===== config.mk =====
export PLATFORM = sky130hd
export DESIGN_NAME = apb_master_ms
export DESIGN_NICKNAME = d
export VERILOG_FILES = /design/src/rtl/apb_master_ms.sv
export SDC_FILE = /design/constraint.sdc
export NUM_CORES = 1
export LEC_CHECK = 0
export ABC_AREA = 1
export CORE_ASPECT_RATIO = 1.1
export CORE_MARGIN = 10
export CORE_UTILIZATION = 25
export CTS_CLUSTER_DIAMETER = 50
export CTS_CLUSTER_SIZE = 12
export DETAILED_ROUTE_END_ITERATION = 12
export GPL_ROUTABILITY_DRIVEN = 0
export PLACE_DENSITY = 0.67
export SLEW_MARGIN = 20
export SYNTH_ARGS = -nofsm -noshare
export SYNTH_HDL_FRONTEND = slang
export SYNTH_SLANG_ARGS = --single-unit

===== constraint.sdc =====
create_clock -name PCLK -period 2.6 [get_ports PCLK]
set_clock_uncertainty 0.05 [all_clocks]
set_input_delay 0.26 -clock PCLK [delete_from_list [all_inputs] [get_ports PCLK]]
set_output_delay 0.26 -clock PCLK [all_outputs]
set_load 0.01 [all_outputs]

===== src/rtl/apb_master_ms.sv =====
// apb_master_ms: single-outstanding APB master that bridges a valid/ready request port to NSLV completers.
// Optional wait-state abort is compiled in with `define APB_TIMEOUT_EN.
module apb_master_ms #(
  parameter int unsigned ADDR_W  = 32,
  parameter int unsigned DATA_W  = 32,
  parameter int unsigned NSLV    = 4,
  parameter int unsigned SEL_LSB = 28,
  parameter int unsigned TIMEOUT = 255
) (
  input  logic                   PCLK,
  input  logic                   PRESETn,
  input  logic                   req_valid,
  output logic                   req_ready,
  input  logic                   req_write,
  input  logic [ADDR_W-1:0]      req_addr,
  input  logic [DATA_W-1:0]      req_wdata,
  input  logic [DATA_W/8-1:0]    req_strb,
  output logic                   rsp_valid,
  output logic [DATA_W-1:0]      rsp_rdata,
  output logic                   rsp_err,
  output logic [NSLV-1:0]        PSEL,
  output logic                   PENABLE,
  output logic                   PWRITE,
  output logic [ADDR_W-1:0]      PADDR,
  output logic [DATA_W-1:0]      PWDATA,
  output logic [DATA_W/8-1:0]    PSTRB,
  input  logic [NSLV*DATA_W-1:0] PRDATA,
  input  logic [NSLV-1:0]        PREADY,
  input  logic [NSLV-1:0]        PSLVERR
);

  localparam int unsigned SW = (NSLV > 1) ? $clog2(NSLV) : 1;

  // Reject parameter sets the datapath cannot represent.
  if (NSLV < 1 || NSLV > 16 || TIMEOUT < 1 || (SEL_LSB + SW) > ADDR_W ||
      (DATA_W != 8 && DATA_W != 16 && DATA_W != 32)) begin : g_bad_cfg
    $error("apb_master_ms: unsupported parameter set");
  end

  typedef enum logic [1:0] {
    IDLE   = 2'd0,
    SETUP  = 2'd1,
    ACCESS = 2'd2
  } state_t;

  state_t state_q, state_d;

  logic [SW-1:0]     idx_q;
  logic [SW-1:0]     req_idx;
  logic              req_dec_ok;
  logic [NSLV-1:0]   req_onehot;
  logic              sel_ready;
  logic              sel_err;
  logic [DATA_W-1:0] sel_rdata;
  logic              capture;
  logic [NSLV-1:0]   psel_d;
  logic              penable_d;
  logic              rsp_valid_d;
  logic              rsp_err_d;
  logic [DATA_W-1:0] rsp_rdata_d;

`ifdef APB_TIMEOUT_EN
  localparam int unsigned CNT_W = $clog2(TIMEOUT + 1);
  logic [CNT_W-1:0] wait_q, wait_d;
`endif

  assign req_idx    = req_addr[SEL_LSB +: SW];
  assign req_dec_ok = (32'(req_idx) < NSLV);

  // Request decode and completer-side mux; unselected completers never reach the datapath.
  always_comb begin
    req_onehot = '0;
    sel_ready  = 1'b0;
    sel_err    = 1'b0;
    sel_rdata  = '0;
    for (int i = 0; i < NSLV; i++) begin
      if (req_idx == SW'(i)) req_onehot[i] = 1'b1;
      if (idx_q == SW'(i)) begin
        sel_ready = PREADY[i];
        sel_err   = PSLVERR[i];
        sel_rdata = PRDATA[i*DATA_W +: DATA_W];
      end
    end
  end

  // Next state and next values of the registered bus/response outputs.
  always_comb begin
    state_d     = state_q;
    psel_d      = PSEL;
    penable_d   = 1'b0;
    rsp_valid_d = 1'b0;
    rsp_err_d   = 1'b0;
    rsp_rdata_d = '0;
    capture     = 1'b0;
`ifdef APB_TIMEOUT_EN
    wait_d      = wait_q;
`endif
    unique case (state_q)
      IDLE: begin
        psel_d = '0;
        if (req_valid) begin
          capture = 1'b1;
          if (req_dec_ok) begin
            state_d = SETUP;
            psel_d  = req_onehot;
          end else begin
            rsp_valid_d = 1'b1;
            rsp_err_d   = 1'b1;
          end
        end
      end
      SETUP: begin
        state_d   = ACCESS;
        penable_d = 1'b1;
`ifdef APB_TIMEOUT_EN
        wait_d    = '0;
`endif
      end
      ACCESS: begin
        if (sel_ready) begin
          state_d     = IDLE;
          psel_d      = '0;
          rsp_valid_d = 1'b1;
          rsp_err_d   = sel_err;
          rsp_rdata_d = PWRITE ? '0 : sel_rdata;
        end else begin
          penable_d = 1'b1;
`ifdef APB_TIMEOUT_EN
          // Abort once the wait-state count reaches the limit; the bus drops next cycle.
          wait_d = wait_q + CNT_W'(1);
          if (32'(wait_d) == TIMEOUT) begin
            state_d     = IDLE;
            psel_d      = '0;
            penable_d   = 1'b0;
            rsp_valid_d = 1'b1;
            rsp_err_d   = 1'b1;
          end
`endif
        end
      end
      default: begin
        state_d = IDLE;
        psel_d  = '0;
      end
    endcase
  end

  always_ff @(posedge PCLK or negedge PRESETn) begin
    if (!PRESETn) state_q <= IDLE;
    else          state_q <= state_d;
  end

  // Registered bus, response and captured-request state.
  always_ff @(posedge PCLK or negedge PRESETn) begin
    if (!PRESETn) begin
      req_ready <= 1'b1;
      PSEL      <= '0;
      PENABLE   <= 1'b0;
      PWRITE    <= 1'b0;
      PADDR     <= '0;
      PWDATA    <= '0;
      PSTRB     <= '0;
      idx_q     <= '0;
      rsp_valid <= 1'b0;
      rsp_err   <= 1'b0;
      rsp_rdata <= '0;
    end else begin
      req_ready <= (state_d == IDLE);
      PSEL      <= psel_d;
      PENABLE   <= penable_d;
      rsp_valid <= rsp_valid_d;
      rsp_err   <= rsp_err_d;
      rsp_rdata <= rsp_rdata_d;
      if (capture) begin
        PWRITE <= req_write;
        PADDR  <= req_addr;
        PWDATA <= req_wdata;
        PSTRB  <= req_write ? req_strb : '0;
        idx_q  <= req_idx;
      end
    end
  end

`ifdef APB_TIMEOUT_EN
  always_ff @(posedge PCLK or negedge PRESETn) begin
    if (!PRESETn) wait_q <= '0;
    else          wait_q <= wait_d;
  end
`endif

endmodule


==> impl_metrics.json, run 1 <==
{
  "outcome": "complete, no violations",
  "fin_nets": 1151,
  "path_buf_inv": 3,
  "synth_seq_cells": 111,
  "route.detailed.drc": 0,
  "critPathMaxFanout": 45,
  "regToRegStartpoint": "state_q[0]",
  "max_freq_ghz": 0.522,
  "grt_pass1_wl_um": 31800,
  "holdCritPathClass": "primary input to asynchronous set/reset pin",
  "core-area_mm2": 0.0200,
  "syn_to_final_growth_pct": 72.8,
  "cp-end-kind": "flop",
  "num_rows": 54,
  "worstPathCellList": "inv_1 -> ha_1 -> nand2_2 -> buf_4 -> buf_4 -> o21ai_0",
  "setup_viol": 0,
  "routedWlPerCell_um": 17.5,
  "ant_nets": 0,
  "ys_async_sr_fraction_pct": 100,
  "wl_met2_um": 10600,
  "ir_drop_mv": 0.412,
  "synth.distinct_cells": 29,
  "synth_cells": 635,
  "synth-edff-count": 0,
  "viasPerCell": 4.37,
  "r2r_cells": 6,
  "grt_antenna_before_repair": 1,
  "drtIter0Drc": 320,
  "grtUsageTotal_pct": 15.3,
  "yosysWarningCount": 0,
  "criticalPathCategory": "flop to flop",
  "drive_gt1_share_pct": 5.83,
  "hold_slack_ns": 0.215,
  "die_area_mm2": 0.0266,
  "swShare_pct": 39.5,
  "critical-path-top-delay-family": "buffers and inverters",
  "grt_pass1_vias": 5470,
  "clock_path_buffers": 2,
  "grt_max_degree": 67,
  "die_h_um": 170,
  "cts_sinks": 111,
  "syn_avg_cell_area_um2": 8.07,
  "htreeDepth": 3,
  "grt-ovfl-total": 0,
  "initial_core_util_pct": 25.6,
  "fin_crit_sh_pct": 73.7,
  "crit_path_frequent_cell": "buf_4",
  "port_buffers": 316,
  "required_ns": 2.77,
  "power.density_mw_per_mm2": 976,
  "combPwrFrac_pct": 52.3,
  "startpoint": "state_q[0]",
  "synth_top_flop_cell": "dfrtp_1",
  "nFillCells": 1981,
  "clockPowerShare_pct": 16.2,
  "wl_met3_um": 1610,
  "wl_um": 21000,
  "tns_ns": 0,
  "synth_area_mm2": 0.00513,
  "synth_fp_nets": 847,
  "min_period_ns": 1.92,
  "slowest_stage": "buf_4",
  "p_int_uw": 5230,
  "firstDrtPassIters": 6,
  "start_kind": "flop",
  "slew_viol_final": 0,
  "cp_slowest_stage_delay_ns": 0.40,
  "rsz0062_at_grt": "false",
  "detailed_place_hpwl_um": 16500,
  "numCtsBuffers": 9,
  "hold_viol": 0,
  "io_pins": 317,
  "p_switching_uw": 3410,
  "reg2reg_slack_ns": 0.68,
  "fp.dieW_um": 157,
  "crit_cells": 6,
  "cts_root_buffer": "clkbuf_16",
  "clkSlewWorstSetupHoldPaths_ns": 0.08,
  "cts_tree": "done",
  "maxUsedRoutingLayer": "met4",
  "vias": 5230,
  "crit_path_end": "PSTRB[2]",
  "crit_arrival_ns": 2.08,
  "r2r-end": "PSTRB[2]",
  "wl_met1_um": 8200,
  "seq_power_share_pct": 31.5,
  "synth_seq_area_share_pct": 54.2,
  "fin_area_mm2": 0.00886,
  "p_leak_uw": 0.00409,
  "worstMarginPinSlew_ns": 0.654,
  "placed_area_mm2": 0.00855,
  "maxCapViolCount": 0,
  "relSlewSlack_pct": 56.4,
  "clk_latency_ns": 0.34
}
[sequential cells by signal, summed over array words and instances (netlist names)]
register   count
req_ready      1
PSEL           4
PADDR         32
rsp_rdata     32
rsp_valid      1
PENABLE        1
PSTRB          4
rsp_err        1
PWDATA        32
state_q        2
PWRITE         1
[cell type report]
type,instances,area (µm²),area share [%]
repair buffers,331,3310,37.4
flip-flops and latches,111,2780,31.4
multi-input cells,457,2040,23.0
well taps,252,315,3.56
clock buffers,9,225,2.54
inverters,29,111,1.26
clock inverters,7,71.3,0.805
diodes,1,2.50,0.0282
[repair_timing]
action	CTS	global route
resized for setup	0	0
hold buffers	1	0
endpoints found under the hold margin	69	0
buffers inserted	0	0
[through the flow]
stage	utilization, %	worst slack, ns	cells	total power, µW
CTS	44.3	0.619	1196	8820
global route	44.3	0.476	1197	9350
floorplan	-	1.12	635	4970
detailed placement	42.7	0.619	1179	7350
finish	44.3	0.683	1197	8650
global placement	42.7	0.661	1179	7290
[layout by cell type, fill, tap and decap left out, types with 10 or more instances in the layout]
cell type	instances
nand3_1	21
o21ai_0	43
nand2_1	292
o221ai_1	15
dfrtp_1	110
nor3_2	10
inv_1	26
buf_4	12
nor2_1	48
clkdlybuf4s50_1	315
[worst min-delay path by stage]
stage            start            end
3_5_place_dp   PRESETn  rsp_rdata[31]
2_1_floorplan  PRESETn       PADDR[0]
5_1_grt        PRESETn  rsp_rdata[31]
4_1_cts        PRESETn  rsp_rdata[31]
3_3_place_gp   PRESETn  rsp_rdata[31]
6_report       PRESETn  rsp_rdata[31]
[per-layer routing]
layer  GRT usage [%]  up-vias
li1                -     2598
met3            4.54       26
met4            5.83        0
met5               0        -
met1            17.0     2429
met2            27.1      177
[power by group through the flow]
stage                     logic (µW)  clock network [µW]  registers [µW]
after floorplan                 1940                   0            3030
after global placement          4560                   0            2730
after detailed placement        4610                   0            2740
after CTS                       4620                1470            2730
after global routing            5000                1540            2810
final                           4520                1400            2720
[cell usage after synthesis, types with 7 or more instances]
cell      count  share of area [%]
nor3_1        7               0.68
o21ai_0      43                4.2
buf_2        14                1.4
nor3_2       10                2.0
dfrtp_1     110                 54
o221ai_1     15                2.6
inv_1        27                2.0
nand3_1      21                2.1
nand2_1     293                 21
clkbuf_1     16                1.2
nor2_1       48                3.5
[cell families (layout without fill, tap and decap cells)]
logic type | count (synthesis) | in the layout | synth area share [%]
adder cells (fa/ha/maj) | 4 | 4 | 0.976
AND/OR/NAND/NOR | 388 | 388 | 31.2
AO/OA/AOI/OAI | 65 | 65 | 7.59
buffers and inverters | 67 | 376 | 6.03
other | 0 | 1 | 0
flip-flops | 111 | 111 | 54.2
No activity file was read; power rests on OpenSTA's default activity.
==> run 2: changes to the inputs <==
--- a/config.mk
+++ b/config.mk
@@ -13,7 +13,7 @@
 export CTS_CLUSTER_SIZE = 12
 export DETAILED_ROUTE_END_ITERATION = 12
 export GPL_ROUTABILITY_DRIVEN = 0
-export PLACE_DENSITY = 0.67
+export PLACE_DENSITY = 0.69
 export SLEW_MARGIN = 20
 export SYNTH_ARGS = -nofsm -noshare
 export SYNTH_HDL_FRONTEND = slang
==> constraint.sdc (replaced) <==
create_clock -name PCLK -period 1.55 [get_ports PCLK]
set_clock_uncertainty 0.05 [all_clocks]
set_input_delay 0.155 -clock PCLK [delete_from_list [all_inputs] [get_ports PCLK]]
set_output_delay 0.155 -clock PCLK [all_outputs]
set_load 0.01 [all_outputs]
==> impl_metrics.json, run 2 (same netlist as run 1, synthesis figures left out) <==
{
  "outcome": "complete, no violations",
  "grt_max_degree": 71,
  "fp.dieW_um": 157,
  "largestRegisters": "PADDR (32), PWDATA (32), rsp_rdata (32)",
  "power.density_mw_per_mm2": 1640,
  "grt_pass1_wl_um": 32900,
  "worstPathCellList": "clkdlybuf4s50_1",
  "mostFrequentLayoutCell": "clkdlybuf4s50_1",
  "nFillCells": 1947,
  "vias": 5340,
  "grt_antenna_before_repair": 1,
  "p_leak_uw": 0.00434,
  "worstMarginPinSlew_ns": 0.409,
  "max_freq_ghz": 0.664,
  "critPathMaxFanout": 2,
  "drtIter0Drc": 359,
  "path_buf_inv": 1,
  "cts_sinks": 111,
  "clock_path_buffers": 2,
  "worst_slack_ns": 0.0430,
  "dpl_worst_slack_ns": -0.0420,
  "ir_drop_mv": 0.834,
  "fin_crit_sh_pct": 97.2,
  "syn_to_final_growth_pct": 78.2,
  "fin_nets": 1164,
  "maxCapViolCount": 0,
  "wl_um": 21900,
  "hold_viol": 0,
  "setup_viol": 0,
  "grt-ovfl-total": 0,
  "clkSlewWorstSetupHoldPaths_ns": 0.09,
  "postLayoutCoreUtil_pct": 45.7,
  "start_kind": "flop",
  "num_rows": 54,
  "min_period_ns": 1.51,
  "firstDrtPassIters": 5,
  "routedWlPerCell_um": 18.1,
  "htreeDepth": 3,
  "die_area_mm2": 0.0266,
  "clk_latency_ns": 0.35,
  "grtUsageTotal_pct": 16.0,
  "relSlewSlack_pct": 72.7,
  "core-area_mm2": 0.0200,
  "detailed_place_hpwl_um": 16900,
  "criticalPathCategory": "flop to output pin",
  "grt_pass1_vias": 5540,
  "ant_nets": 0,
  "placed_area_mm2": 0.00869,
  "slowest_stage": "clkdlybuf4s50_1",
  "route.detailed.drc": 0,
  "total_power_uw": 15000,
  "final_cell_mix": "302 x clkdlybuf4s50_1, 291 x nand2_1, 109 x dfrtp_1, 47 x nor2_1, 41 x o21ai_0",
  "cp_slowest_stage_delay_ns": 0.58,
  "cp-end-kind": "output pin",
  "die_h_um": 170,
  "port_buffers": 316,
  "cts_tree": "done",
  "fin_area_mm2": 0.00913,
  "viasPerCell": 4.41,
  "crit_arrival_ns": 1.30,
  "initial_core_util_pct": 25.6,
  "required_ns": 1.34,
  "drive_gt1_share_pct": 8.15,
  "holdCritPathClass": "primary input to flop",
  "cts_root_buffer": "clkbuf_16",
  "numCtsBuffers": 9,
  "io_pins": 317,
  "critical-path-top-delay-family": "buffers and inverters",
  "slew_viol_final": 0
}
run 2: cell type report:
type / count / area, µm² / share of cell area, %
diodes: 1 / 2.50 / 0.0274
flip-flops and latches: 111 / 2780 / 30.4
multi-input cells: 457 / 2090 / 22.9
clock buffers: 10 / 239 / 2.62
well taps: 252 / 315 / 3.45
inverters: 29 / 119 / 1.30
clock inverters: 6 / 51.3 / 0.562
repair buffers: 344 / 3530 / 38.7
run 2: what timing repair did:
item	CTS	global route
gates cloned	0	1
setup buffers	1	1
hold buffers	1	0
gates resized for setup	7	31
endpoints found under the setup margin	6	110
hold endpoints to repair	110	0
pin swaps	0	3
run 2: where the power goes:
group	internal, µW	switching, µW	total [µW]	leakage (µW)
registers	3980	568	4540	0.00143
logic	3910	4230	8140	0.00276
clock network	1160	1170	2340	0.000145
total	9060	5970	15000	0.00434
run 2: path summary, 6_finish.rpt:
path	from	to	slack, ns	depth (start not counted)
min in group asynchronous	PRESETn	rsp_rdata[29]	0.28	3
hold reg to reg	PADDR[23]	PADDR[23]	0.43	2
setup reg to reg	PADDR[29]	rsp_rdata[14]	0.06	8
max in group asynchronous	PRESETn	req_ready	0.76	3
setup / recovery	PWDATA[10]	PWDATA[10]	0.04	1
hold / removal	req_wdata[14]	PWDATA[14]	0.27	3
run 2: through the flow:
stage	setup TNS [ns]	hold slack, ns	std cells
after CTS	0	0.255	1207
after global routing	-0.00399	0.269	1210
final	0	0.268	1210
after floorplan	0	-0.191	635
after detailed placement	-0.0420	0.107	1189
after global placement	-0.0399	0.103	1189
run 2: layer usage:
metal	track usage, %	part of all wire (%)	vias up
met5	0	0	-
li1	-	-	2625
met3	4.79	7.7	36
met1	18.0	39	2472
met2	27.4	50	207
met4	7.23	3.3	0
